`config.mk`:
```
export PLATFORM = sky130hd
export DESIGN_NAME = rx_packet_buffer_flat
export DESIGN_NICKNAME = d
export VERILOG_FILES = /design/src/rtl/rx_packet_buffer_if.sv /design/src/rtl/rx_packet_buffer.sv /design/src/flat_wrapper.sv
export SDC_FILE = /design/constraint.sdc
export NUM_CORES = 1
export LEC_CHECK = 0
export CAP_MARGIN = 5
export CORE_MARGIN = 5
export CORE_UTILIZATION = 65
export DETAILED_ROUTE_END_ITERATION = 7
export GPL_TIMING_DRIVEN = 0
export PLACE_DENSITY = 0.85
export RECOVER_POWER = 25
export REMOVE_ABC_BUFFERS = 1
export SYNTH_ARGS = -nofsm -noshare
export SYNTH_HDL_FRONTEND = slang
export SYNTH_SLANG_ARGS = --single-unit
```
`constraint.sdc`:
```
create_clock -name Clk_S -period 21.3 [get_ports Clk_S]
set_input_delay 5.325 -clock Clk_S [delete_from_list [all_inputs] [get_ports Clk_S]]
set_output_delay 5.325 -clock Clk_S [all_outputs]
set_load 0.005 [all_outputs]
```
`src/rtl/rx_packet_buffer_if.sv`:
```
// Serial-in / packet-out bundle of rx_packet_buffer.
// master = the buffer itself, slave = the link driver plus packet consumer.
interface rx_packet_buffer_if #(
  parameter int PKT_W = 55,
  parameter int DEPTH = 4
);
  logic                         S_data;
  logic                         RX_Ready;
  logic                         RX_Data_Valid;
  logic [PKT_W-1:0]             RX_Data;
  logic [$clog2(DEPTH+1)-1:0]   RX_Count;
  logic                         RX_Overflow;
  logic                         RX_Parity_Err;

  modport master (
    input  S_data, RX_Ready,
    output RX_Data_Valid, RX_Data, RX_Count, RX_Overflow, RX_Parity_Err
  );

  modport slave (
    output S_data, RX_Ready,
    input  RX_Data_Valid, RX_Data, RX_Count, RX_Overflow, RX_Parity_Err
  );
endinterface

```
`src/rtl/rx_packet_buffer.sv`:
```
// Start-bit framed serial packet receiver feeding a DEPTH-entry packet queue.
// Optional even-parity bit after the data enabled by defining RX_PARITY_EN.
module rx_packet_buffer #(
  parameter int PKT_W = 55,
  parameter int DEPTH = 4
) (
  input logic                Clk_S,
  input logic                Rst,
  rx_packet_buffer_if.master rx
);
  localparam int PTR_W = $clog2(DEPTH);
  localparam int CNT_W = $clog2(DEPTH + 1);
  localparam int BIT_W = $clog2(PKT_W);

`ifdef RX_PARITY_EN
  typedef enum logic [1:0] {IDLE, SHIFT, PAR} state_t;
`else
  typedef enum logic [1:0] {IDLE, SHIFT} state_t;
`endif

  state_t             state_reg;
  logic [BIT_W-1:0]   cnt_reg;
  logic [PKT_W-1:0]   shift_reg;
  logic [PTR_W-1:0]   wr_ptr_reg;
  logic [PTR_W-1:0]   rd_ptr_reg;
  logic [CNT_W-1:0]   count_reg;
  logic               ovf_reg;
  logic               perr_reg;

  logic               frame_done;
  logic               parity_ok;
  logic [PKT_W-1:0]   frame_word;
  logic               pop;
  logic               full;
  logic               push;
  logic               ovf_next;
  logic               perr_next;

  always_comb begin
    pop  = rx.RX_Ready && (count_reg != '0);
    full = (count_reg == CNT_W'(DEPTH));
`ifdef RX_PARITY_EN
    frame_done = (state_reg == PAR);
    frame_word = shift_reg;
    parity_ok  = ~(^{shift_reg, rx.S_data});
`else
    // The last data bit is committed straight from the line on the same edge.
    frame_done = (state_reg == SHIFT) && (cnt_reg == '0);
    frame_word = {shift_reg[PKT_W-2:0], rx.S_data};
    parity_ok  = 1'b1;
`endif
    push      = frame_done && parity_ok && (!full || pop);
    ovf_next  = frame_done && parity_ok && full && !pop;
    perr_next = frame_done && !parity_ok;
  end

  always_ff @(posedge Clk_S or posedge Rst) begin
    if (Rst) begin
      state_reg <= IDLE;
      cnt_reg   <= '0;
      shift_reg <= '0;
    end else begin
      case (state_reg)
        IDLE: begin
          if (rx.S_data) begin
            state_reg <= SHIFT;
            cnt_reg   <= BIT_W'(PKT_W - 1);
          end
        end
        SHIFT: begin
          shift_reg <= {shift_reg[PKT_W-2:0], rx.S_data};
          cnt_reg   <= cnt_reg - BIT_W'(1);
          if (cnt_reg == '0) begin
`ifdef RX_PARITY_EN
            state_reg <= PAR;
`else
            state_reg <= IDLE;
`endif
          end
        end
        default: state_reg <= IDLE;
      endcase
    end
  end

  always_ff @(posedge Clk_S or posedge Rst) begin
    if (Rst) begin
      wr_ptr_reg <= '0;
      rd_ptr_reg <= '0;
      count_reg  <= '0;
      ovf_reg    <= 1'b0;
      perr_reg   <= 1'b0;
    end else begin
      ovf_reg  <= ovf_next;
      perr_reg <= perr_next;
      if (push) wr_ptr_reg <= wr_ptr_reg + PTR_W'(1);
      if (pop)  rd_ptr_reg <= rd_ptr_reg + PTR_W'(1);
      case ({push, pop})
        2'b10:   count_reg <= count_reg + CNT_W'(1);
        2'b01:   count_reg <= count_reg - CNT_W'(1);
        default: count_reg <= count_reg;
      endcase
    end
  end

  // Register-based slots so the head is visible the cycle right after a push/pop.
  logic [PKT_W-1:0] slot_q [DEPTH];

  for (genvar gi = 0; gi < DEPTH; gi++) begin : g_slot
    logic [PKT_W-1:0] entry_reg;
    always_ff @(posedge Clk_S or posedge Rst) begin
      if (Rst)
        entry_reg <= '0;
      else if (push && (wr_ptr_reg == PTR_W'(gi)))
        entry_reg <= frame_word;
    end
    assign slot_q[gi] = entry_reg;
  end

  assign rx.RX_Data       = slot_q[rd_ptr_reg];
  assign rx.RX_Data_Valid = (count_reg != '0);
  assign rx.RX_Count      = count_reg;
  assign rx.RX_Overflow   = ovf_reg;
`ifdef RX_PARITY_EN
  assign rx.RX_Parity_Err = perr_reg;
`else
  assign rx.RX_Parity_Err = 1'b0;
`endif

endmodule

```
`src/flat_wrapper.sv`:
```
// flat-port wrapper written by rule: the top's interface ports become plain ports
module rx_packet_buffer_flat 
#(
  parameter int PKT_W = 55,
  parameter int DEPTH = 4
)
  (Clk_S, Rst, rx_S_data, rx_RX_Ready, rx_RX_Data_Valid, rx_RX_Data, rx_RX_Count, rx_RX_Overflow, rx_RX_Parity_Err);
  rx_packet_buffer_if #(.PKT_W(PKT_W), .DEPTH(DEPTH)) rx_i ();
  input logic Clk_S;
  input logic Rst;
  input wire logic [$bits(rx_i.S_data)-1:0] rx_S_data;
  input wire logic [$bits(rx_i.RX_Ready)-1:0] rx_RX_Ready;
  output wire logic [$bits(rx_i.RX_Data_Valid)-1:0] rx_RX_Data_Valid;
  output wire logic [$bits(rx_i.RX_Data)-1:0] rx_RX_Data;
  output wire logic [$bits(rx_i.RX_Count)-1:0] rx_RX_Count;
  output wire logic [$bits(rx_i.RX_Overflow)-1:0] rx_RX_Overflow;
  output wire logic [$bits(rx_i.RX_Parity_Err)-1:0] rx_RX_Parity_Err;
  assign rx_i.S_data = rx_S_data;
  assign rx_i.RX_Ready = rx_RX_Ready;
  assign rx_RX_Data_Valid = rx_i.RX_Data_Valid;
  assign rx_RX_Data = rx_i.RX_Data;
  assign rx_RX_Count = rx_i.RX_Count;
  assign rx_RX_Overflow = rx_i.RX_Overflow;
  assign rx_RX_Parity_Err = rx_i.RX_Parity_Err;
  rx_packet_buffer #(.PKT_W(PKT_W), .DEPTH(DEPTH)) u_core (.Clk_S(Clk_S), .Rst(Rst), .rx(rx_i));
endmodule
```
==> results of run 1 <==
[layout make-up]
type                            count  area [sq um]
Inverter                           10         38.79
Multi-Input combinational cell    379          4966
Tap cell                          265         331.6
Clock inverter                      8         46.29
Clock buffer                       45         885.9
Fill cell                        1137          4959
Timing Repair Buffer               71         804.5
Sequential cell                   289          7239
[cell families after synthesis]
family                     share of synthesized area (%)
AOI/OAI and AO/OA                                 0.5551
and+or+nand+nor                                    1.517
muxes                                              36.00
xor gates and xnor gates                          0.4164
other                                            0.02971
DFF                                                57.30
buffers and inverters                              3.331
adders and majority gates                         0.8525
[worst register-to-register path: stages (launching register included)]
cell and delay (ps):
dfrtp_1 2390, and4bb_2 740, nand4_4 710, buf_16 480
mux2_4 360
[through the flow]
stage,setup WS [ps],std cells
finish,8915,1067
global route,7203,1067
CTS,13280,1067
detailed placement,13510,1014
global placement,5645,1006
floorplan,7998,678
[metal layers]
metal  part of all wire [%]  vias to the layer above  GRT usage (%)
met5                      0                        -              0
met4                    2.3                        0          6.362
met3                    3.0                       44          2.917
met2                     51                      103          38.39
met1                     43                     3439          31.35
li1                       -                     2782              -
[path summary, 6_finish.rpt]
| path | to | slack, ps | depth (start not counted) |
|---|---|---|---|
| hold reg to reg | u_core.g_slot[0].entry_reg[2]$_DFFE_PP0P_ | 490 | 1 |
| hold / removal | u_core.g_slot[0].entry_reg[2]$_DFFE_PP0P_ | 490 | 1 |
| setup / recovery | u_core.g_slot[1].entry_reg[47]$_DFFE_PP0P_ | 8910 | 3 |
| setup reg to reg | u_core.g_slot[3].entry_reg[11]$_DFFE_PP0P_ | 16500 | 4 |
| min in group asynchronous | u_core.g_slot[0].entry_reg[41]$_DFFE_PP0P_ | 6220 | 2 |
| max in group Clk_S | rx_RX_Data[52] | 13320 | 3 |
[cells in the mapped netlist]
cell type	instances	share of area, %
dfrtp_1	289	57
mux2_2	217	19
mux4_2	55	9.8
mux2_4	50	5.9
buf_6	16	1.4
inv_1	10	0.30
mux2_1	9	0.80
clkbuf_1	8	0.24
buf_1	7	0.21
ha_1	7	0.69
buf_12	5	0.79
buf_2	5	0.20
nand2_1	5	0.15
nand4_4	4	0.67
nor2_1	4	0.12
a21oi_1	3	0.12
o21ai_0	3	0.12
xnor2_1	3	0.21
xor2_1	3	0.21
a31oi_1	2	0.099
a221oi_1	1	0.069
and4bb_2	1	0.099
buf_4	1	0.059
clkbuf_8	1	0.11
conb_1	1	0.030
fa_1	1	0.16
mux2i_1	1	0.079
nand3_1	1	0.040
nor2_4	1	0.089
nor3_1	1	0.040
nor4b_1	1	0.069
o22a_1	1	0.069
o31a_2	1	0.079
or3_2	1	0.059
or3b_2	1	0.069
or4b_4	1	0.11
[power by group through the flow]
stage / Clock [W] / Sequential, W / Combinational (W)
after floorplan: 0 / 0.000767 / 0.000212
after global placement: 0 / 0.000812 / 0.000270
after detailed placement: 0 / 0.000781 / 0.000338
after CTS: 0.000498 / 0.000773 / 0.000340
after global routing: 0.000522 / 0.000793 / 0.000363
final: 0.000490 / 0.000773 / 0.000334
[layout by cell type (no fill, tap or decap), types with 2 or more instances in the layout]
master             n
dfrtp_1          287
mux2_2           217
clkdlybuf4s50_1   60
mux4_2            55
mux2_4            50
clkbuf_16         29
clkbuf_8          10
mux2_1             9
inv_1              9
ha_1               7
clkbuf_1           7
clkinv_2           6
nand2_1            5
nand4_4            4
nor2_1             4
buf_16             4
a21oi_1            3
xor2_1             3
xnor2_1            3
o21ai_0            3
dlygate4sd3_1      3
buf_12             3
a31oi_1            2
dfrtp_4            2
==> results.cfg, run 1 <==
[clocking]
cts_tree = yes
cts_hold_buffers = 0
clk-insertion-delay-late_ps = 540
htreeDepth = 1
numCtsBuffers = 29
cts_sinks = 289
cts-root-buf = clkbuf_16
cts_setup_buffers = 0
cts_buffer_depth = 3
path_clk_slew_ps = 60
cts_resized = 0

[critical_path]
cp_num_buf_inv = 3
critPathMaxFanout = 104
critPathLaunch = Rst
crit_required_ps = 20630
cpLargestDelayFamily = buffers and inverters
worst_setup_path_start_kind = primary input
max_stage_delay_ps = 3890
cp_cell_sequence = dlygate4sd3_1 > clkinvlp_2 > clkbuf_1
slowest_stage = clkbuf_1
worst_setup_path_end_kind = asynchronous set/reset pin
critical_path_arrival_ps = 11720
rr_startpoint = u_core.state_reg[0]$_DFFE_PP0P_
critPathKind = in2async

[power_and_ir_drop]
clock_power_share_pct = 30.7
pwr-share-seq_pct = 48.4
powerDensity_nw_per_um2 = 111.6
total_power_w = 0.001597
intPower_w = 0.001139
peakVddDrop_uv = 100.3
pwr-share-comb_pct = 20.9
switching_power_w = 0.0004581
leakage_nw = 6.989
switching_share_pct = 28.68

[timing]
rsz0062_at_grt = no
worst_slew_pin_slew_ps = 5399
fmax_mhz = 80.74
slew_headroom_pct = -259.9
finalCritPeriodShare_pct = 58.15
hold_ws_ps = 486.8
fin_skew_ps = 16.46
setup_tns_ps = 0
min_period_ps = 12390
drv_slew = 249
hold_viol = 0
setup_viol = 0

[drt]
drt_first_pass_iters = 4
wl_per_cell_um = 22.30
ant_nets = 0
drc = 0
routed_via_density = 5.968
vias = 6368
drt_wl_total_um = 23790
drt_iter0_drc = 286

[placed_design]
gp_congestion = 0.7505
port_buffers = 63
place_area_sq_um = 13420
dp_hpwl_um = 13670

[floorplan]
initial_core_util_pct = 65.50
num_rows = 51
dieWidth_um = 149.4
pin_count = 65
die_y_um = 149.4
core_area_sq_um = 19270
dieArea_sq_um = 22310

[global_route]
grt_antenna_before_repair = 0
grt_overflow_total = 0
grt.total_usage_pct = 22.62
grt_pass1_vias = 7374
grt_max_degree = 111
grt_pass1_wl_um = 39930

[layout]
fin_area_sq_um = 14310
final_nets = 792
final_layout_size_suffix_gt1_share_pct = 48.38
num_antenna_cells = 0
largest_register_ffs = 220
area_growth_pct = 13.39
final_util_pct = 74.27

[synthesis]
ys_types = 36
syn_area_sq_um = 12620
seq_area_frac_synth_pct = 57.30
synth-seq-cells = 289
syn_inst = 721
ys.warnings.count = 0
avgSynthCellArea_sq_um = 17.51

[run_status]
status = finished with violations
violations = max-capacitance violations, max-slew violations

[job]
drv_cap = 3

[min_path]
hold_path.class = reg2reg
min-delay-start = u_core.g_slot[0].entry_reg[2]$_DFFE_PP0P_
No activity file was read; power rests on OpenSTA's default activity.
==> inputs of run 2 (changes only) <==
--- a/config.mk
+++ b/config.mk
@@ -7,10 +7,10 @@
 export LEC_CHECK = 0
 export CAP_MARGIN = 5
 export CORE_MARGIN = 5
-export CORE_UTILIZATION = 65
+export CORE_UTILIZATION = 60
 export DETAILED_ROUTE_END_ITERATION = 7
 export GPL_TIMING_DRIVEN = 0
-export PLACE_DENSITY = 0.85
+export PLACE_DENSITY = 0.8
 export RECOVER_POWER = 25
 export REMOVE_ABC_BUFFERS = 1
 export SYNTH_ARGS = -nofsm -noshare
==> constraint.sdc (replaced) <==
create_clock -name Clk_S -period 11.5 [get_ports Clk_S]
set_input_delay 2.875 -clock Clk_S [delete_from_list [all_inputs] [get_ports Clk_S]]
set_output_delay 2.875 -clock Clk_S [all_outputs]
set_load 0.005 [all_outputs]
==> run 2 against run 1 <==
The run still ends with max-capacitance violations, max-slew violations left. Clock power is 88% higher. Flip-flop and latch count stayed put. Cell area is 0.35% higher. Sequential power is 86% higher. Die area is 7.8% higher.
==> results.cfg, run 2 (synthesis gave the netlist of run 1 again) <==
[global_route]
grt_overflow_total = 0
grt_max_degree = 118
grt.total_usage_pct = 20.26
grt-busiest-layer = met2
grtUsageMet1_pct = 28.50
grt_pass1_wl_um = 39220
grt.met3_usage_pct = 2.448
grt_antenna_before_repair = 0
grt_pass1_vias = 7170
met2_usage_pct = 34.58

[timing]
worst_slew_pin_slew_ps = 2944
fin_skew_ps = 8.060
finalCritPeriodShare_pct = 48.16
hold_viol = 0
min_period_ps = 5539
fmax_mhz = 180.6
rsz0062_at_grt = no
slew_headroom_pct = -96.28
setup_viol = 0
drv_slew = 128
fin_ws_ps = 5961

[job]
drv_cap = 2

[drt]
drt_wl_total_um = 23500
wl_per_cell_um = 21.82
routed_via_density = 5.903
drc = 0
vias = 6357
ant_nets = 0
drt_iter0_drc = 291
drt_first_pass_iters = 4

[layout]
num_antenna_cells = 0
mostFrequentLayoutCells = dfrtp_1, mux2_2, clkdlybuf4s50_1
final_common_cell = dfrtp_1
final_layout_size_suffix_gt1_share_pct = 48.25
area_growth_pct = 13.79
largest_register_ffs = 220
final.fill_count = 1375
final_nets = 793

[critical_path]
critical_path_arrival_ps = 2660
reg2reg_to = u_core.g_slot[0].entry_reg[53]$_DFFE_PP0P_
worst-path-stages = 3
rr_startpoint = u_core.state_reg[0]$_DFFE_PP0P_
cpLargestDelayFamily = buffers and inverters
rrSetupSlack_ps = 6920
slowest_stage = dfrtp_4
cp_cell_sequence = buf_16 > mux4_2 > clkdlybuf4s50_1
critPathKind = reg2out
crit_required_ps = 8630
worstRegToRegCells = 4
critPathLaunch = u_core.rd_ptr_reg[0]$_DFFE_PP0P_
endpoint = rx_RX_Data[14]
critPathMaxFanout = 40
worst_setup_path_start_kind = register
worst_setup_path_end_kind = primary output
max_stage_delay_ps = 670
cp_num_buf_inv = 2

[power_and_ir_drop]
powerDensity_nw_per_um2 = 206.6
leakage_nw = 7.009
peakVddDrop_uv = 189.8
total_power_w = 0.002967

[floorplan]
initial_core_util_pct = 60.43
core_area_sq_um = 20890
dieWidth_um = 155.0
die_y_um = 155.0
num_rows = 53
pin_count = 65
dieArea_sq_um = 24040

[clocking]
cts_hold_buffers = 0
cts_buffer_depth = 3
cts_resized = 0
cts_setup_buffers = 0
path_clk_slew_ps = 60
cts-root-buf = clkbuf_16
htreeDepth = 1
numCtsBuffers = 29
cts_sinks = 289
clk-insertion-delay-late_ps = 530
cts_tree = yes

[placed_design]
gp_congestion = 0.7308
pre_cts_slack_ps = 6214
dp_hpwl_um = 13890
port_buffers = 63

[run_status]
violations = max-capacitance violations, max-slew violations
status = finished with violations

[min_path]
whs_path_depth = 1
hold_path.class = reg2reg
[run 2: layer usage]
metal  up-vias  part of all wire [%]  wire, um
li1       2785                     -         -
met1      3451                    45     10490
met2        90                    51     11970
met4         0                   1.5       341
met5         -                     0         0
met3        31                   3.0       705
[run 2: worst register-to-register path: stages (launching register included)]
cell,delay [ps]
dfrtp_1,2350
and4bb_2,740
nand4_4,600
buf_12,430
mux2_1,350
[run 2: area by class of cell]
cell class,instances,area [sq um],area share (%)
clock buffer,43,838.3,5.837
multi-input combinational,379,4966,34.58
clock inverter,9,95.09,0.6621
tap,275,344.1,2.396
timing repair buffer,72,840.8,5.854
inverter,10,38.79,0.2701
sequential,289,7239,50.41
[run 2: worst min path at each step]
stage / startpoint / endpoint / slack (ps)
finish: u_core.g_slot[1].entry_reg[0]$_DFFE_PP0P_ / u_core.g_slot[1].entry_reg[0]$_DFFE_PP0P_ / 480
global route: u_core.g_slot[2].entry_reg[47]$_DFFE_PP0P_ / u_core.g_slot[2].entry_reg[47]$_DFFE_PP0P_ / 510
CTS: u_core.g_slot[1].entry_reg[0]$_DFFE_PP0P_ / u_core.g_slot[1].entry_reg[0]$_DFFE_PP0P_ / 490
detailed placement: u_core.g_slot[1].entry_reg[0]$_DFFE_PP0P_ / u_core.g_slot[1].entry_reg[0]$_DFFE_PP0P_ / 480
global placement: u_core.g_slot[0].entry_reg[0]$_DFFE_PP0P_ / u_core.g_slot[0].entry_reg[0]$_DFFE_PP0P_ / 470
floorplan: u_core.cnt_reg[5]$_DFFE_PP0P_ / u_core.cnt_reg[5]$_DFFE_PP0P_ / 450
[run 2: per-stage QoR]
| step | instances | area (sq um) | utilization (%) | setup TNS, ps | hold WS, ps |
|---|---|---|---|---|---|
| 2_1_floorplan | 678 | 12240 | - | 0 | 449.2 |
| 3_3_place_gp | 1016 | 13210 | 63.26 | -512550 | 468.6 |
| 3_5_place_dp | 1025 | 13440 | 64.35 | 0 | 477.7 |
| 4_1_cts | 1077 | 14380 | 68.82 | 0 | 491.4 |
| 5_1_grt | 1077 | 14360 | 68.76 | 0 | 509.6 |
| 6_report | 1077 | 14360 | 68.76 | 0 | 483.8 |
[run 2: power by group]
group          total [W]  leakage [nW]  switching, W  internal [W]
Combinational   0.000602          2.66      0.000229      0.000374
Clock           0.000921         0.466      0.000376      0.000545
Sequential       0.00144          3.88      0.000234       0.00121
Total            0.00297          7.01      0.000839       0.00213
==> inputs of run 3 (changes only) <==
--- a/config.mk
+++ b/config.mk
@@ -7,10 +7,10 @@
 export LEC_CHECK = 0
 export CAP_MARGIN = 5
 export CORE_MARGIN = 5
-export CORE_UTILIZATION = 60
+export CORE_UTILIZATION = 54
 export DETAILED_ROUTE_END_ITERATION = 7
 export GPL_TIMING_DRIVEN = 0
-export PLACE_DENSITY = 0.8
+export PLACE_DENSITY = 0.76
 export RECOVER_POWER = 25
 export REMOVE_ABC_BUFFERS = 1
 export SYNTH_ARGS = -nofsm -noshare
==> constraint.sdc (replaced) <==
create_clock -name Clk_S -period 4.95 [get_ports Clk_S]
set_input_delay 1.2375 -clock Clk_S [delete_from_list [all_inputs] [get_ports Clk_S]]
set_output_delay 1.2375 -clock Clk_S [all_outputs]
set_load 0.005 [all_outputs]
==> run 3 against run 2 <==
The run still ends with max-capacitance violations, max-slew violations left. Cell count is 4.5% higher. Via count is 0.35% higher. Register-to-register slack worse by 5000 ps. Cell area is 1.6% higher. Largest power group unchanged. Highest routed layer unchanged.
==> results.cfg, run 3 (synthesis gave the netlist of run 1 again) <==
[floorplan]
pin_count = 65
core_area_sq_um = 23260
die_y_um = 162.9
num_rows = 56
initial_core_util_pct = 54.26
dieWidth_um = 162.9
dieArea_sq_um = 26530

[critical_path]
cpLargestDelayFamily = buffers and inverters
endpoint = rx_RX_Data[13]
rrSetupSlack_ps = 1900
worst_setup_path_start_kind = register
crit_required_ps = 3710
reg2reg_to = u_core.g_slot[0].entry_reg[53]$_DFFE_PP0P_
cp_cell_sequence = buf_16 > mux4_2 > clkdlybuf4s50_1
critPathLaunch = u_core.rd_ptr_reg[0]$_DFFE_PP0P_
critPathMaxFanout = 34
worst-path-stages = 3
cp_num_buf_inv = 2
rr_startpoint = u_core.state_reg[0]$_DFFE_PP0P_
max_stage_delay_ps = 790
worst_setup_path_end_kind = primary output
worstRegToRegCells = 4
critical_path_arrival_ps = 2760
slowest_stage = dfrtp_4
critPathKind = reg2out

[global_route]
grt_pass1_wl_um = 40510
grt_pass1_vias = 7453
met2_usage_pct = 32.15
grt-busiest-layer = met2
grt.total_usage_pct = 19.05
grt_antenna_before_repair = 0
grt_overflow_total = 0
grt_max_degree = 111
grt.met3_usage_pct = 3.037
grtUsageMet1_pct = 26.38

[timing]
hold_viol = 0
fin_skew_ps = 18.77
hold_ws_ps = 500.0
finalCritPeriodShare_pct = 80.79
slew_headroom_pct = -52.00
fin_ws_ps = 950.7
fmax_mhz = 250.0
setup_tns_ps = 0
drv_slew = 110
rsz0062_at_grt = no
worst_slew_pin_slew_ps = 2280
setup_viol = 0
min_period_ps = 3999

[clocking]
clk-insertion-delay-late_ps = 540
cts_buffer_depth = 3
cts_resized = 0
cts_sinks = 289
path_clk_slew_ps = 60
cts-root-buf = clkbuf_16
cts_setup_buffers = 0
numCtsBuffers = 30
cts_hold_buffers = 0
cts_tree = yes
htreeDepth = 1

[power_and_ir_drop]
peakVddDrop_uv = 472.9
powerDensity_nw_per_um2 = 490.1
total_power_w = 0.007153
leakage_nw = 7.092

[run_status]
violations = max-capacitance violations, max-slew violations
status = finished with violations

[layout]
num_antenna_cells = 0
final_common_cell = dfrtp_1
mostFrequentLayoutCells = dfrtp_1, mux2_2, clkdlybuf4s50_1
multi_input_area_sq_um = 4970
regArea_sq_um = 7243
final_layout_size_suffix_gt1_share_pct = 49.01
area_growth_pct = 15.64
final.fill_count = 1657
final_util_pct = 62.75
final_nets = 794
largest_register_ffs = 220

[drt]
vias = 6379
ant_nets = 0
drt_first_pass_iters = 4
drt_iter0_drc = 309
drc = 0
wl_per_cell_um = 21.47
drt_wl_total_um = 24150
routed_via_density = 5.670

[placed_design]
dp_hpwl_um = 14160
gp_congestion = 0.7111
pre_cts_slack_ps = 1292
port_buffers = 63

[min_path]
hold_path.class = reg2reg

[job]
drv_cap = 1
[run 3: how the worst min path moves through the flow]
| stage | startpoint | endpoint | slack [ps] | cells after the start |
|---|---|---|---|---|
| 2_1_floorplan | u_core.cnt_reg[5]$_DFFE_PP0P_ | u_core.cnt_reg[5]$_DFFE_PP0P_ | 450 | 1 |
| 3_3_place_gp | u_core.cnt_reg[5]$_DFFE_PP0P_ | u_core.cnt_reg[5]$_DFFE_PP0P_ | 470 | 1 |
| 3_5_place_dp | u_core.g_slot[0].entry_reg[51]$_DFFE_PP0P_ | u_core.g_slot[0].entry_reg[51]$_DFFE_PP0P_ | 480 | 1 |
| 4_1_cts | u_core.g_slot[1].entry_reg[7]$_DFFE_PP0P_ | u_core.g_slot[1].entry_reg[7]$_DFFE_PP0P_ | 500 | 1 |
| 5_1_grt | u_core.g_slot[0].entry_reg[26]$_DFFE_PP0P_ | u_core.g_slot[0].entry_reg[26]$_DFFE_PP0P_ | 510 | 1 |
| 6_report | u_core.g_slot[1].entry_reg[7]$_DFFE_PP0P_ | u_core.g_slot[1].entry_reg[7]$_DFFE_PP0P_ | 500 | 1 |
[run 3: area by class of cell]
class / count / share of cell area, %
Clock buffer: 44 / 6.129
Clock inverter: 12 / 1.269
Inverter: 10 / 0.2829
Multi-Input combinational cell: 379 / 34.05
Sequential cell: 289 / 49.62
Tap cell: 319 / 2.734
Timing Repair Buffer: 72 / 5.915
[run 3: metal layers]
metal | share of wire (%) | wire length, um
met1 | 44 | 10640
met2 | 51 | 12330
met3 | 3.4 | 824
met4 | 1.5 | 361
met5 | 0 | 0
[run 3: worst reg2reg max path: cells and delay by family, from the launching register on]
kind                   cells  cell delay [ps]
and+or+nand+nor            2             1100
DFF                        1             1070
buffers and inverters      1              410
muxes                      1              360
[run 3: through the flow]
| step | instances | instance area, sq um |
|---|---|---|
| floorplan | 678 | 12240 |
| global placement | 1060 | 13270 |
| detailed placement | 1069 | 13520 |
| CTS | 1125 | 14600 |
| global route | 1125 | 14600 |
| finish | 1125 | 14600 |
[run 3: where the power goes]
group	leakage [nW]	switching, W	internal, W
registers	3.88	0.000559	0.00281
logic	2.67	0.000527	0.000864
clock network	0.537	0.000888	0.00151
total	7.09	0.00197	0.00518
